--- config.mk ---
export PLATFORM = sky130hd
export DESIGN_NAME = mem_access_unit_flat
export DESIGN_NICKNAME = d
export VERILOG_FILES = /design/src/rtl/mem_access_unit_if.sv /design/src/rtl/mem_access_unit.sv /design/src/flat_wrapper.sv
export SDC_FILE = /design/constraint.sdc
export NUM_CORES = 1
export LEC_CHECK = 0
export BUFFER_PORTS_ARGS = -buffer_cell sky130_fd_sc_hd__clkbuf_2
export CORE_AREA = 2 2 119 121
export DETAILED_ROUTE_END_ITERATION = 12
export DIE_AREA = 0 0 121 123
export PLACE_DENSITY = 0.8
export REMOVE_ABC_BUFFERS = 1
export SKIP_CTS_REPAIR_TIMING = 1
export SYNTH_ARGS = -nofsm -noshare
export SYNTH_HDL_FRONTEND = slang
export SYNTH_SLANG_ARGS = --single-unit
--- constraint.sdc ---
create_clock -name clk -period 4.2 [get_ports clk]
set_clock_uncertainty 0.1 [all_clocks]
set_input_delay 0.21 -clock clk [delete_from_list [all_inputs] [get_ports clk]]
set_output_delay 0.21 -clock clk [all_outputs]
set_load 0.02 [all_outputs]
--- src/rtl/mem_access_unit_if.sv ---
// rtl/mem_access_unit_if.sv - data-memory req/ack port between the MEM stage and memory
interface mem_access_unit_if;
    logic        dmem_req;
    logic        dmem_we;
    logic [31:0] dmem_addr;
    logic [31:0] dmem_wdata;
    logic [3:0]  dmem_be;
    logic        dmem_ack;
    logic [31:0] dmem_rdata;

    modport master (
        output dmem_req, dmem_we, dmem_addr, dmem_wdata, dmem_be,
        input  dmem_ack, dmem_rdata
    );

    modport slave (
        input  dmem_req, dmem_we, dmem_addr, dmem_wdata, dmem_be,
        output dmem_ack, dmem_rdata
    );
endinterface

--- src/rtl/mem_access_unit.sv ---
// rtl/mem_access_unit.sv - MEM stage: load/store sequencing, data formatting, writeback select
module mem_access_unit #(
    parameter int ACK_TIMEOUT = 16
) (
    input  logic        clk,
    input  logic        rst,
    input  logic        ex_valid,
    input  logic [1:0]  ex_rf_we,
    input  logic        ex_mem_rd,
    input  logic        ex_mem_wr,
    input  logic [1:0]  ex_mem_size,
    input  logic        ex_mem_uns,
    input  logic [31:0] ex_alu,
    input  logic [31:0] ex_rd2,
    input  logic [4:0]  ex_wR,
    input  logic [31:0] ex_pc,
    input  logic        ex_flag,
    output logic        stall,
    mem_access_unit_if.master bus,
    output logic [1:0]  wb_rf_we,
    output logic [31:0] wb_wD,
    output logic [4:0]  wb_wR,
    output logic [31:0] wb_pc,
    output logic        wb_flag
);
    localparam logic [1:0] S_IDLE   = 2'b00;
    localparam logic [1:0] S_ACCESS = 2'b01;
    localparam logic [1:0] S_DONE   = 2'b10;
    localparam logic [1:0] S_ERR    = 2'b11;
    localparam int CW = $clog2(ACK_TIMEOUT + 1);
    localparam logic [CW-1:0] CNT_LAST = CW'(ACK_TIMEOUT - 1);

    logic [1:0]    state_q, state_d;
    logic [CW-1:0] count_q, count_d;
    logic [31:0]   load_q, load_d;
    logic          req_q, req_d;
    logic          we_q, we_d;
    logic [31:0]   addr_q, addr_d;
    logic [31:0]   wdata_q, wdata_d;
    logic [3:0]    be_q, be_d;

    logic [1:0]  off;
    logic        mem_op, illegal;
    logic [3:0]  be_fmt;
    logic [31:0] wdata_fmt, rshift, load_fmt, pass_wd;

    always_comb begin
        off     = ex_alu[1:0];
        mem_op  = ex_valid & (ex_mem_rd | ex_mem_wr);
        illegal = (ex_mem_rd & ex_mem_wr) | (ex_mem_size == 2'b11)
                | ((ex_mem_size == 2'b01) & off[0])
                | ((ex_mem_size == 2'b10) & (off != 2'b00));
        rshift  = bus.dmem_rdata >> {off, 3'b000};
        pass_wd = (ex_rf_we == 2'b11) ? ex_pc + 32'd4 : ex_alu;
        case (ex_mem_size)
            2'b00: begin
                be_fmt    = 4'b0001 << off;
                wdata_fmt = {4{ex_rd2[7:0]}};
                load_fmt  = ex_mem_uns ? {24'd0, rshift[7:0]} : {{24{rshift[7]}}, rshift[7:0]};
            end
            2'b01: begin
                be_fmt    = off[1] ? 4'b1100 : 4'b0011;
                wdata_fmt = {2{ex_rd2[15:0]}};
                load_fmt  = ex_mem_uns ? {16'd0, rshift[15:0]} : {{16{rshift[15]}}, rshift[15:0]};
            end
            default: begin
                be_fmt    = 4'b1111;
                wdata_fmt = ex_rd2;
                load_fmt  = rshift;
            end
        endcase
    end

    // Bus outputs are registered and held untouched for the whole ACCESS phase.
    always_comb begin
        state_d = state_q;
        count_d = count_q;
        load_d  = load_q;
        req_d   = req_q;
        we_d    = we_q;
        addr_d  = addr_q;
        wdata_d = wdata_q;
        be_d    = be_q;
        case (state_q)
            S_IDLE: begin
                if (mem_op && !illegal) begin
                    req_d   = 1'b1;
                    we_d    = ex_mem_wr;
                    addr_d  = {ex_alu[31:2], 2'b00};
                    wdata_d = wdata_fmt;
                    be_d    = be_fmt;
                    count_d = '0;
                    state_d = S_ACCESS;
                end
            end
            S_ACCESS: begin
                if (bus.dmem_ack) begin
                    req_d   = 1'b0;
                    we_d    = 1'b0;
                    load_d  = load_fmt;
                    state_d = S_DONE;
                end else if (count_q == CNT_LAST) begin
                    req_d   = 1'b0;
                    we_d    = 1'b0;
                    state_d = S_ERR;
                end else begin
                    count_d = count_q + 1'b1;
                end
            end
            default: state_d = S_IDLE;
        endcase
    end

    always_comb begin
        stall    = 1'b0;
        wb_rf_we = ex_rf_we;
        wb_wD    = pass_wd;
        wb_wR    = ex_wR;
        wb_pc    = ex_pc;
        wb_flag  = ex_flag;
        case (state_q)
            S_IDLE: begin
                if (mem_op) begin
                    stall    = ~illegal;
                    wb_rf_we = 2'b00;
                    wb_flag  = illegal;
                end
            end
            S_ACCESS: begin
                stall    = 1'b1;
                wb_rf_we = 2'b00;
                wb_flag  = 1'b0;
            end
            S_DONE: begin
                if (ex_rf_we == 2'b10) wb_wD = load_q;
            end
            default: begin
                wb_rf_we = 2'b00;
                wb_flag  = 1'b1;
            end
        endcase
    end

    always_ff @(posedge clk or posedge rst) begin
        if (rst) begin
            state_q <= S_IDLE;
            count_q <= '0;
            load_q  <= '0;
            req_q   <= 1'b0;
            we_q    <= 1'b0;
            addr_q  <= '0;
            wdata_q <= '0;
            be_q    <= '0;
        end else begin
            state_q <= state_d;
            count_q <= count_d;
            load_q  <= load_d;
            req_q   <= req_d;
            we_q    <= we_d;
            addr_q  <= addr_d;
            wdata_q <= wdata_d;
            be_q    <= be_d;
        end
    end

    assign bus.dmem_req   = req_q;
    assign bus.dmem_we    = we_q;
    assign bus.dmem_addr  = addr_q;
    assign bus.dmem_wdata = wdata_q;
    assign bus.dmem_be    = be_q;
endmodule
--- src/flat_wrapper.sv ---
// flat-port wrapper written by rule: the top's interface ports become plain ports
module mem_access_unit_flat 
#(
    parameter int ACK_TIMEOUT = 16
)
  (clk, rst, ex_valid, ex_rf_we, ex_mem_rd, ex_mem_wr, ex_mem_size, ex_mem_uns, ex_alu, ex_rd2, ex_wR, ex_pc, ex_flag, stall, wb_rf_we, wb_wD, wb_wR, wb_pc, wb_flag, bus_dmem_req, bus_dmem_we, bus_dmem_addr, bus_dmem_wdata, bus_dmem_be, bus_dmem_ack, bus_dmem_rdata);
  mem_access_unit_if bus_i ();
  input  logic clk;
  input  logic rst;
  input  logic ex_valid;
  input  logic [1:0] ex_rf_we;
  input  logic ex_mem_rd;
  input  logic ex_mem_wr;
  input  logic [1:0] ex_mem_size;
  input  logic ex_mem_uns;
  input  logic [31:0] ex_alu;
  input  logic [31:0] ex_rd2;
  input  logic [4:0] ex_wR;
  input  logic [31:0] ex_pc;
  input  logic ex_flag;
  output logic stall;
  output logic [1:0] wb_rf_we;
  output logic [31:0] wb_wD;
  output logic [4:0] wb_wR;
  output logic [31:0] wb_pc;
  output logic wb_flag;
  output wire logic [$bits(bus_i.dmem_req)-1:0] bus_dmem_req;
  output wire logic [$bits(bus_i.dmem_we)-1:0] bus_dmem_we;
  output wire logic [$bits(bus_i.dmem_addr)-1:0] bus_dmem_addr;
  output wire logic [$bits(bus_i.dmem_wdata)-1:0] bus_dmem_wdata;
  output wire logic [$bits(bus_i.dmem_be)-1:0] bus_dmem_be;
  input wire logic [$bits(bus_i.dmem_ack)-1:0] bus_dmem_ack;
  input wire logic [$bits(bus_i.dmem_rdata)-1:0] bus_dmem_rdata;
  assign bus_dmem_req = bus_i.dmem_req;
  assign bus_dmem_we = bus_i.dmem_we;
  assign bus_dmem_addr = bus_i.dmem_addr;
  assign bus_dmem_wdata = bus_i.dmem_wdata;
  assign bus_dmem_be = bus_i.dmem_be;
  assign bus_i.dmem_ack = bus_dmem_ack;
  assign bus_i.dmem_rdata = bus_dmem_rdata;
  mem_access_unit #(.ACK_TIMEOUT(ACK_TIMEOUT)) u_core (.clk(clk), .rst(rst), .ex_valid(ex_valid), .ex_rf_we(ex_rf_we), .ex_mem_rd(ex_mem_rd), .ex_mem_wr(ex_mem_wr), .ex_mem_size(ex_mem_size), .ex_mem_uns(ex_mem_uns), .ex_alu(ex_alu), .ex_rd2(ex_rd2), .ex_wR(ex_wR), .ex_pc(ex_pc), .ex_flag(ex_flag), .stall(stall), .bus(bus_i), .wb_rf_we(wb_rf_we), .wb_wD(wb_wD), .wb_wR(wb_wR), .wb_pc(wb_pc), .wb_flag(wb_flag));
endmodule
==> impl_metrics.csv, run 1 <==
group,metric,value,unit
status,outcome,"finished clean",
synth,synth-edff-count,0,
power_and_ir_drop,switchingPower,1.43,mW
drt,dr.first_iter.drc_count,345,
sta,relSlewSlack,0.270,
power_and_ir_drop,p_sw_frac,0.367,
synth,synth-main-ff-cell,"dfrtp_1",
power_and_ir_drop,p_leak,3.88,nW
sta,fin_crit_sh,0.728,
sta,hold_violations,0,
power_and_ir_drop,p_int,2.46,mW
drt,wl_met2,10200,µm
clock_network,numCtsBuffers,9,
critical_path,startpoint_type,"register",
place,dpl.hpwl,15900,µm
critical_path,reg2regPathDepth,4,
clock_network,clk_latency,0.35,ns
critical_path,worstPathCellList,"nand4bb_2 -> buf_4 -> nand2_1 -> o22ai_1 -> a21oi_1 -> clkbuf_2",
global_route,grt_pass1_vias,6065,
synth,yosysUniqueCellTypes,50,
drt,finalWirelength,20800,µm
power_and_ir_drop,combPwrFrac,0.348,
critical_path,reg2reg_to,"u_core.bus.dmem_addr[10]$_DFFE_PP0P_",
sta,period_minus_slack,3.06,ns
drt,top_layer,"met4",
sta,holdWs,0.00459,ns
sta,drv_slew,0,
sta,rsz0062_at_grt,"false",
clock_network,path_clk_slew,0.07,ns
critical_path,end_kind,"output pin",
drt,drc,0,
floorplan,start_util,0.473,
critical_path,path_max_fanout,34,
power_and_ir_drop,totalPowerFinal,3.89,mW
drt,wl_met3,1760,µm
layout,drive_above_1_share,0.397,
layout,antenna_cells,0,
drt,met1_length,8190,µm
sta,fin_tns_setup,0,ns
clock_network,cts_sinks,107,
synth,ys_seq_area_frac,0.416,
layout,fin_nets,1049,
global_route,grt-ovfl-total,0,
layout,syn2layout_area_growth,24.0,%
critical_path,slowest_delay,0.69,ns
floorplan,boundaryPins,288,
min_path,holdCritStartpoint,"ex_alu[18]",
global_route,grt_max_degree,73,
synth,synth-warning-count,0,
floorplan,coreArea,0.0136,mm²
floorplan,die_w,121,µm
clock_network,cts_root_buffer,"clkbuf_16",
synth,netlist_area,0.00643,mm²
floorplan,die_area,0.0149,mm²
drt,dr.pass1.iters,5,
critical_path,critical_path_class,"register to output pin",
clock_network,cts_tree,"done",
place,io_buffers,275,
global_route,grt_usage,0.282,
critical_path,cp.arrival,2.75,ns
sta,fmax,0.327,GHz
clock_network,cts_max_path_buffers,2,
sta,worstMarginPinSlew,1.08,ns
sta,setup_violations,0,
layout,final_common_cell,"clkbuf_2",
critical_path,rrSetupSlack,1.70,ns
drt,vias,6136,
floorplan,die_h,123,µm
clock_network,h-tree-depth,3,
synth,ys_seq_elements,107,
critical_path,endpoint,"wb_wD[12]",
power_and_ir_drop,vdd_ir_drop_max,344,µV
critical_path,required,3.89,ns
place,place_congestion,0.885,
synth,syn_inst,689,
drt,detail-route-antenna-nets,0,
critical_path,r2r_start,"u_core.state_q[1]$_DFFE_PP0P_",
drt,via_per_inst,5.65,
floorplan,placementRows,43,
critical_path,cp_slowest_cell,"nand2_1",
power_and_ir_drop,cellPowerDensity,488,mW/mm²
critical_path,crit_start,"u_core.state_q[0]$_DFFE_PP0P_",
power_and_ir_drop,clockPowerShare,0.231,
drt,wire_per_inst,19.2,µm
min_path,hp-class,"input pin to register",
global_route,grt_pass1_wl,32100,µm
global_route,antenna_found_initial,0,
power_and_ir_drop,power_frac_seq,0.421,
synth,async_flop_share,1.00,
layout,final_cell_mix,"clkbuf_2, dfrtp_1, nor2_1, nand2_1, mux2_2",
synth,synth.avg_cell_area,9.34,µm²
flow_run,maxCapViolCount,0,
per-layer routing:
layer	track usage	vias up
met5	0	-
met2	0.483	323
met1	0.330	2877
met4	0.131	0
li1	-	2886
met3	0.0743	50
state kept, by name, summed over array words and instances (netlist names):
register and count:
u_core.bus.dmem_wdata 32, u_core.bus.dmem_we 1, u_core.count_q 5, u_core.bus.dmem_addr 30
u_core.bus.dmem_be 4, u_core.load_q 32, u_core.bus.dmem_req 1, u_core.state_q 2
stage by stage:
step	utilization	worst slack, ns	cell area (µm²)	cells
finish	0.586	1.14	7980	1086
global route	0.586	0.950	7980	1086
CTS	0.585	1.18	7970	1085
detailed placement	0.562	1.41	7650	1069
global placement	0.562	1.47	7650	1069
floorplan	-	1.07	5950	603
kinds of logic after synthesis:
kind of cell	Yosys count	synth area share
muxes	87	0.146
adders and majority gates	3	0.00583
other	1	0.000583
and+or+nand+nor	203	0.161
DFF	107	0.416
xor gates and xnor gates	16	0.0218
AOI/OAI and AO/OA	174	0.166
buffers and inverters	98	0.0821
Yosys cell counts, drive strengths merged, types with 3 or more instances:
cell | number | share of area
nand3 | 12 | 0.0093
nand2 | 47 | 0.027
o22ai | 20 | 0.019
o22a | 17 | 0.023
xnor2 | 11 | 0.015
mux2 | 46 | 0.080
ha | 3 | 0.0058
a211oi | 11 | 0.014
xor2 | 5 | 0.0068
clkbuf | 34 | 0.020
or2 | 4 | 0.0039
and3 | 5 | 0.0049
nor4 | 6 | 0.0058
mux2i | 40 | 0.062
o31ai | 11 | 0.013
or4 | 12 | 0.014
dfrtp | 107 | 0.42
inv | 11 | 0.0064
or3 | 14 | 0.014
and2 | 18 | 0.017
a31oi | 13 | 0.013
buf | 53 | 0.056
nor3 | 9 | 0.0070
o21ai | 53 | 0.041
nor2 | 51 | 0.030
a21oi | 41 | 0.032
nand2b | 5 | 0.0049
nor2b | 9 | 0.0087
nand4 | 6 | 0.0068
power by group through the flow:
stage	Clock [mW]	Combinational (mW)	Sequential, mW
3_5_place_dp	0	1.37	1.65
4_1_cts	0.916	1.37	1.64
5_1_grt	0.955	1.47	1.68
3_3_place_gp	0	1.33	1.64
6_report	0.897	1.36	1.64
2_1_floorplan	0	0.540	1.87
critical path, delay by kind of cell, from the launching register on:
kind	cells	cell delay [ns]
simple gates	2	0.94
compound gates	2	0.49
buf+inv	2	0.48
flops	1	0.47
worst min path at each step:
stage / to / slack, ns / depth (start not counted)
4_1_cts: u_core.bus.dmem_wdata[5]$_DFFE_PP0P_ / -0.14 / 2
3_3_place_gp: u_core.bus.dmem_wdata[2]$_DFFE_PP0P_ / 0.24 / 2
3_5_place_dp: u_core.bus.dmem_wdata[20]$_DFFE_PP0P_ / 0.24 / 2
5_1_grt: u_core.bus.dmem_addr[7]$_DFFE_PP0P_ / 0.004 / 2
6_report: u_core.bus.dmem_addr[18]$_DFFE_PP0P_ / 0.005 / 2
2_1_floorplan: u_core.state_q[0]$_DFFE_PP0P_ / 0.22 / 1
final cells by class:
cell class	count	area [µm²]
tap	180	225
fill	1236	5630
sequential	107	2680
timing repair buffer	287	1470
clock buffer	12	267
inverter	11	43.8
multi-input combinational	485	3250
clock inverter	4	47.5
Power figures use the tool's default switching activity.
==> run 2, diff against run 1 <==
--- a/config.mk
+++ b/config.mk
@@ -6,10 +6,10 @@
 export NUM_CORES = 1
 export LEC_CHECK = 0
 export BUFFER_PORTS_ARGS = -buffer_cell sky130_fd_sc_hd__clkbuf_2
-export CORE_AREA = 2 2 119 121
+export CORE_AREA = 2 2 126 128
 export DETAILED_ROUTE_END_ITERATION = 12
-export DIE_AREA = 0 0 121 123
-export PLACE_DENSITY = 0.8
+export DIE_AREA = 0 0 128 130
+export PLACE_DENSITY = 0.76
 export REMOVE_ABC_BUFFERS = 1
 export SKIP_CTS_REPAIR_TIMING = 1
 export SYNTH_ARGS = -nofsm -noshare
==> constraint.sdc (replaced) <==
create_clock -name clk -period 2.6 [get_ports clk]
set_clock_uncertainty 0.1 [all_clocks]
set_input_delay 0.13 -clock clk [delete_from_list [all_inputs] [get_ports clk]]
set_output_delay 0.13 -clock clk [all_outputs]
set_load 0.02 [all_outputs]
==> impl_metrics.csv, run 2 (synthesis gave the netlist of run 1 again) <==
group,metric,value,unit
critical_path,cp.arrival,2.25,ns
layout,fin_nets,1116,
place,io_buffers,275,
drt,via_per_inst,5.58,
status,violations,"negative hold slack",
floorplan,die_w,128,µm
critical_path,worstPathCellList,"clkbuf_2 -> ha_1 -> nand2_1 -> or3_1 -> or4_1 -> a31oi_1 -> clkbuf_2",
sta,relSlewSlack,0.470,
critical_path,critical_path_class,"input pin to output pin",
drt,drc,0,
clock_network,cts_tree,"done",
critical_path,slowest_delay,0.56,ns
power_and_ir_drop,cellPowerDensity,759,mW/mm²
critical_path,cp_common_cell,"clkbuf_2",
layout,final_common_cell,"clkbuf_2",
sta,period_minus_slack,2.48,ns
min_path,hp-class,"input pin to register",
clock_network,cts_sinks,107,
global_route,grt_usage,0.263,
sta,fin_tns_setup,0,ns
floorplan,die_area,0.0166,mm²
sta,fin_ws,0.123,ns
floorplan,placementRows,46,
flow_run,maxCapViolCount,0,
critical_path,path_max_fanout,11,
drt,dr.first_iter.drc_count,293,
drt,detail-route-antenna-nets,0,
clock_network,h-tree-depth,3,
global_route,grt-ovfl-total,0,
layout,drive_above_1_share,0.389,
critical_path,required,2.37,ns
global_route,antenna_found_initial,0,
drt,wire_per_inst,19.6,µm
global_route,grt_pass1_vias,6047,
sta,fin_crit_sh,0.953,
floorplan,die_h,130,µm
critical_path,cp_slowest_cell,"or3_1",
critical_path,cp_top_family,"simple AND/OR/NAND/NOR gates",
critical_path,end_kind,"output pin",
sta,rsz0062_at_grt,"false",
clock_network,cts_max_path_buffers,2,
place,dpl.hpwl,16800,µm
floorplan,boundaryPins,288,
sta,drv_slew,0,
status,outcome,"finished, violations left",
layout,final_cell_mix,"clkbuf_2, dfrtp_1, nor2_1, dlygate4sd3_1, nand2_1",
power_and_ir_drop,p_leak,4.19,nW
sta,holdWs,-0.0264,ns
clock_network,path_clk_slew,0.07,ns
clock_network,numCtsBuffers,9,
place,dp_slack,0.151,ns
drt,finalWirelength,22800,µm
sta,fmax,0.404,GHz
sta,worstMarginPinSlew,0.795,ns
critical_path,rrSetupSlack,0.36,ns
drt,dr.pass1.iters,6,
sta,hold_violations,7,
global_route,grt_pass1_wl,33000,µm
layout,antenna_cells,0,
critical_path,startpoint_type,"input pin",
layout,syn2layout_area_growth,34.6,%
floorplan,coreArea,0.0154,mm²
floorplan,start_util,0.417,
drt,vias,6492,
global_route,grt_max_degree,77,
clock_network,clk_latency,0.35,ns
place,place_congestion,0.888,
power_and_ir_drop,vdd_ir_drop_max,486,µV
clock_network,cts_root_buffer,"clkbuf_16",
critical_path,cp.buffers_inverters,2,
sta,setup_violations,0,
[run 2: worst paths after layout]
| kind | from | to | cells after the start |
|---|---|---|---|
| min in group asynchronous | rst | u_core.bus.dmem_wdata[18]$_DFFE_PP0P_ | 3 |
| max in group asynchronous | rst | u_core.bus.dmem_addr[21]$_DFFE_PP0P_ | 4 |
| hold / removal | ex_rd2[30] | u_core.bus.dmem_wdata[30]$_DFFE_PP0P_ | 3 |
| setup / recovery | ex_pc[2] | wb_wD[30] | 7 |
| hold reg to reg | u_core.bus.dmem_wdata[24]$_DFFE_PP0P_ | u_core.bus.dmem_wdata[24]$_DFFE_PP0P_ | 2 |
| setup reg to reg | u_core.count_q[0]$_DFFE_PP0P_ | u_core.count_q[3]$_DFFE_PP0P_ | 7 |
[run 2: report_power, final]
part / leakage [nW] / switching [mW] / internal, mW
combinational: 2.73 / 1.34 / 0.948
clock: 0.168 / 0.621 / 1.03
sequential: 1.29 / 0.371 / 2.27
total: 4.19 / 2.33 / 4.25
[run 2: metrics by stage]
stage	instance area [µm²]	total power, mW	hold slack [ns]	utilization	cells
6_report	8660	6.58	-0.0264	0.562	1163
3_3_place_gp	7830	4.83	0.158	0.508	1101
5_1_grt	8660	6.94	0.000928	0.562	1163
4_1_cts	8180	6.56	-0.223	0.531	1115
3_5_place_dp	7830	4.89	0.158	0.508	1101
2_1_floorplan	5950	3.90	0.142	-	603
[run 2: layout make-up]
| type | count | area, µm² |
|---|---|---|
| Fill cell | 1356 | 6760 |
| Multi-Input combinational cell | 485 | 3250 |
| Sequential cell | 107 | 2680 |
| Timing Repair Buffer | 354 | 2100 |
| Tap cell | 192 | 240 |
| Clock buffer | 9 | 225 |
| Clock inverter | 5 | 128 |
| Inverter | 11 | 43.8 |
[run 2: metal layers]
| layer | up-vias | routed length (µm) | track usage | share of wire |
|---|---|---|---|---|
| met5 | - | 0 | 0 | 0 |
| met4 | 0 | 525 | 0.0905 | 0.023 |
| li1 | 3013 | - | - | - |
| met2 | 336 | 11300 | 0.461 | 0.50 |
| met3 | 39 | 2120 | 0.0718 | 0.093 |
| met1 | 3104 | 8810 | 0.314 | 0.39 |
[run 2: tightest hold or removal path: cells and delay by family]
kind | cells | cell delay, ns
compound gates | 2 | 0.17
buf+inv | 1 | 0.08
==> run 3, diff against run 2 <==
--- a/config.mk
+++ b/config.mk
@@ -5,7 +5,7 @@
 export SDC_FILE = /design/constraint.sdc
 export NUM_CORES = 1
 export LEC_CHECK = 0
-export BUFFER_PORTS_ARGS = -buffer_cell sky130_fd_sc_hd__clkbuf_2
+export BUFFER_PORTS_ARGS = -buffer_cell sky130_fd_sc_hd__buf_2
 export CORE_AREA = 2 2 126 128
 export DETAILED_ROUTE_END_ITERATION = 12
 export DIE_AREA = 0 0 128 130
==> constraint.sdc (replaced) <==
create_clock -name clk -period 2.6 [get_ports clk]
set_clock_uncertainty 0.1 [all_clocks]
set_input_delay 0.52 -clock clk [delete_from_list [all_inputs] [get_ports clk]]
set_output_delay 0.52 -clock clk [all_outputs]
set_load 0.02 [all_outputs]
==> impl_metrics.csv, run 3 (synthesis gave the netlist of run 1 again) <==
group,metric,value,unit
flow_run,maxCapViolCount,0,
drt,detail-route-antenna-nets,0,
drt,dr.first_iter.drc_count,356,
status,violations,"negative setup slack",
clock_network,cts_max_path_buffers,2,
power_and_ir_drop,p_int,4.12,mW
power_and_ir_drop,clockPowerShare,0.233,
global_route,grt-ovfl-total,0,
sta,drv_slew,0,
sta,relSlewSlack,0.627,
clock_network,path_clk_slew,0.08,ns
layout,drive_above_1_share,0.468,
floorplan,die_w,128,µm
power_and_ir_drop,p_sw_frac,0.364,
floorplan,boundaryPins,288,
floorplan,die_h,130,µm
layout,final_cell_mix,"buf_2, dfrtp_1, buf_4, nor2_1, mux2_2",
sta,rsz0062_at_grt,"true",
drt,wl_met2,11300,µm
floorplan,die_area,0.0166,mm²
critical_path,required,1.98,ns
drt,dr.pass1.iters,5,
power_and_ir_drop,totalPowerFinal,6.47,mW
critical_path,cp_slowest_cell,"or4_4",
critical_path,cp.arrival,2.38,ns
drt,via_per_inst,5.63,
global_route,grt_pass1_vias,6264,
place,io_buffers,275,
sta,fmax,0.334,GHz
drt,met1_length,8970,µm
drt,wl_met3,2070,µm
global_route,grt_usage,0.265,
critical_path,path_max_fanout,8,
power_and_ir_drop,switchingPower,2.35,mW
critical_path,rrSetupSlack,0.47,ns
floorplan,placementRows,46,
critical_path,reg2regPathDepth,7,
drt,wire_per_inst,19.8,µm
floorplan,coreArea,0.0154,mm²
drt,top_layer,"met5",
clock_network,clk_latency,0.35,ns
clock_network,h-tree-depth,3,
drt,vias,6551,
critical_path,end_kind,"output pin",
global_route,grt_max_degree,62,
status,outcome,"finished, violations left",
clock_network,cts_tree,"done",
critical_path,cp.buffers_inverters,3,
sta,holdWs,0.107,ns
critical_path,cp_top_family,"simple AND/OR/NAND/NOR gates",
sta,setup_violations,15,
drt,drc,0,
sta,period_minus_slack,3.00,ns
layout,fin_nets,1113,
power_and_ir_drop,power_frac_seq,0.403,
power_and_ir_drop,combPwrFrac,0.364,
place,place_congestion,0.914,
critical_path,reg2reg_to,"u_core.count_q[3]$_DFFE_PP0P_",
critical_path,startpoint_type,"input pin",
sta,worstMarginPinSlew,0.552,ns
layout,final_common_cell,"buf_2",
sta,fin_ws,-0.395,ns
critical_path,slowest_delay,0.58,ns
clock_network,cts_root_buffer,"clkbuf_16",
power_and_ir_drop,cellPowerDensity,726,mW/mm²
sta,hold_violations,0,
critical_path,worstPathCellList,"buf_6 -> nand4_1 -> or4_4 -> buf_8 -> or4_1 -> a31oi_2 -> buf_4",
drt,finalWirelength,23000,µm
clock_network,numCtsBuffers,9,
min_path,hp-class,"input pin to asynchronous set/reset pin",
sta,fin_crit_sh,1.15,
global_route,antenna_found_initial,4,
layout,syn2layout_area_growth,38.4,%
power_and_ir_drop,vdd_ir_drop_max,465,µV
clock_network,cts_sinks,107,
power_and_ir_drop,p_leak,4.27,nW
critical_path,critical_path_class,"input pin to output pin",
global_route,grt_pass1_wl,33500,µm
place,dpl.hpwl,17600,µm
floorplan,start_util,0.417,
critical_path,r2r_start,"u_core.count_q[0]$_DFFE_PP0P_",
## run 3: power by group through the flow
stage	Clock, mW	Combinational [mW]	Sequential, mW
after CTS	1.53	2.31	2.61
after global routing	1.59	2.55	2.68
after global placement	0	2.26	2.61
after floorplan	0	0.873	3.02
after detailed placement	0	2.31	2.63
final	1.51	2.35	2.61
## run 3: final cells by class
cell class | count | area, µm²
Inverter | 11 | 43.8
Clock buffer | 10 | 229
Fill cell | 1402 | 6520
Multi-Input combinational cell | 485 | 3470
Timing Repair Buffer | 351 | 2150
Antenna cell | 2 | 5.00
Sequential cell | 107 | 2680
Clock inverter | 6 | 87.6
Tap cell | 192 | 240
## run 3: how the worst max path moves through the flow
stage / startpoint / end / slack (ns) / cells past startpoint
finish: ex_pc[13] / wb_wD[27] / -0.40 / 7
detailed placement: ex_pc[15] / wb_wD[30] / -0.52 / 7
global route: ex_pc[13] / wb_wD[24] / -0.41 / 8
CTS: ex_pc[15] / wb_wD[30] / -0.53 / 7
global placement: ex_pc[15] / wb_wD[30] / -0.52 / 7
floorplan: rst / u_core.bus.dmem_addr[10]$_DFFE_PP0P_ / -0.84 / 1
## run 3: metal layers
layer	GRT usage	vias to the layer above
met5	0	-
met4	0.111	4
met3	0.0726	47
met2	0.461	349
met1	0.311	3137
li1	-	3014
## run 3: worst register-to-register path, cell delays in order, from the launching register on
cell,delay [ns]
dfrtp_1,0.41
ha_1,0.22
and3_1,0.18
ha_1,0.18
nor4b_1,0.49
nand4_1,0.18
xor2_1,0.18
a21oi_1,0.12
## run 3: per-stage QoR
| step | utilization | instance area, µm² | cells | setup TNS (ns) | worst slack (ns) |
|---|---|---|---|---|---|
| 4_1_cts | 0.551 | 8500 | 1157 | -5.88 | -0.535 |
| 3_5_place_dp | 0.530 | 8180 | 1141 | -5.75 | -0.519 |
| 6_report | 0.578 | 8910 | 1164 | -3.25 | -0.395 |
| 5_1_grt | 0.578 | 8910 | 1164 | -3.91 | -0.412 |
| 3_3_place_gp | 0.530 | 8180 | 1141 | -5.45 | -0.521 |
| 2_1_floorplan | - | 5950 | 603 | -133.08 | -0.837 |
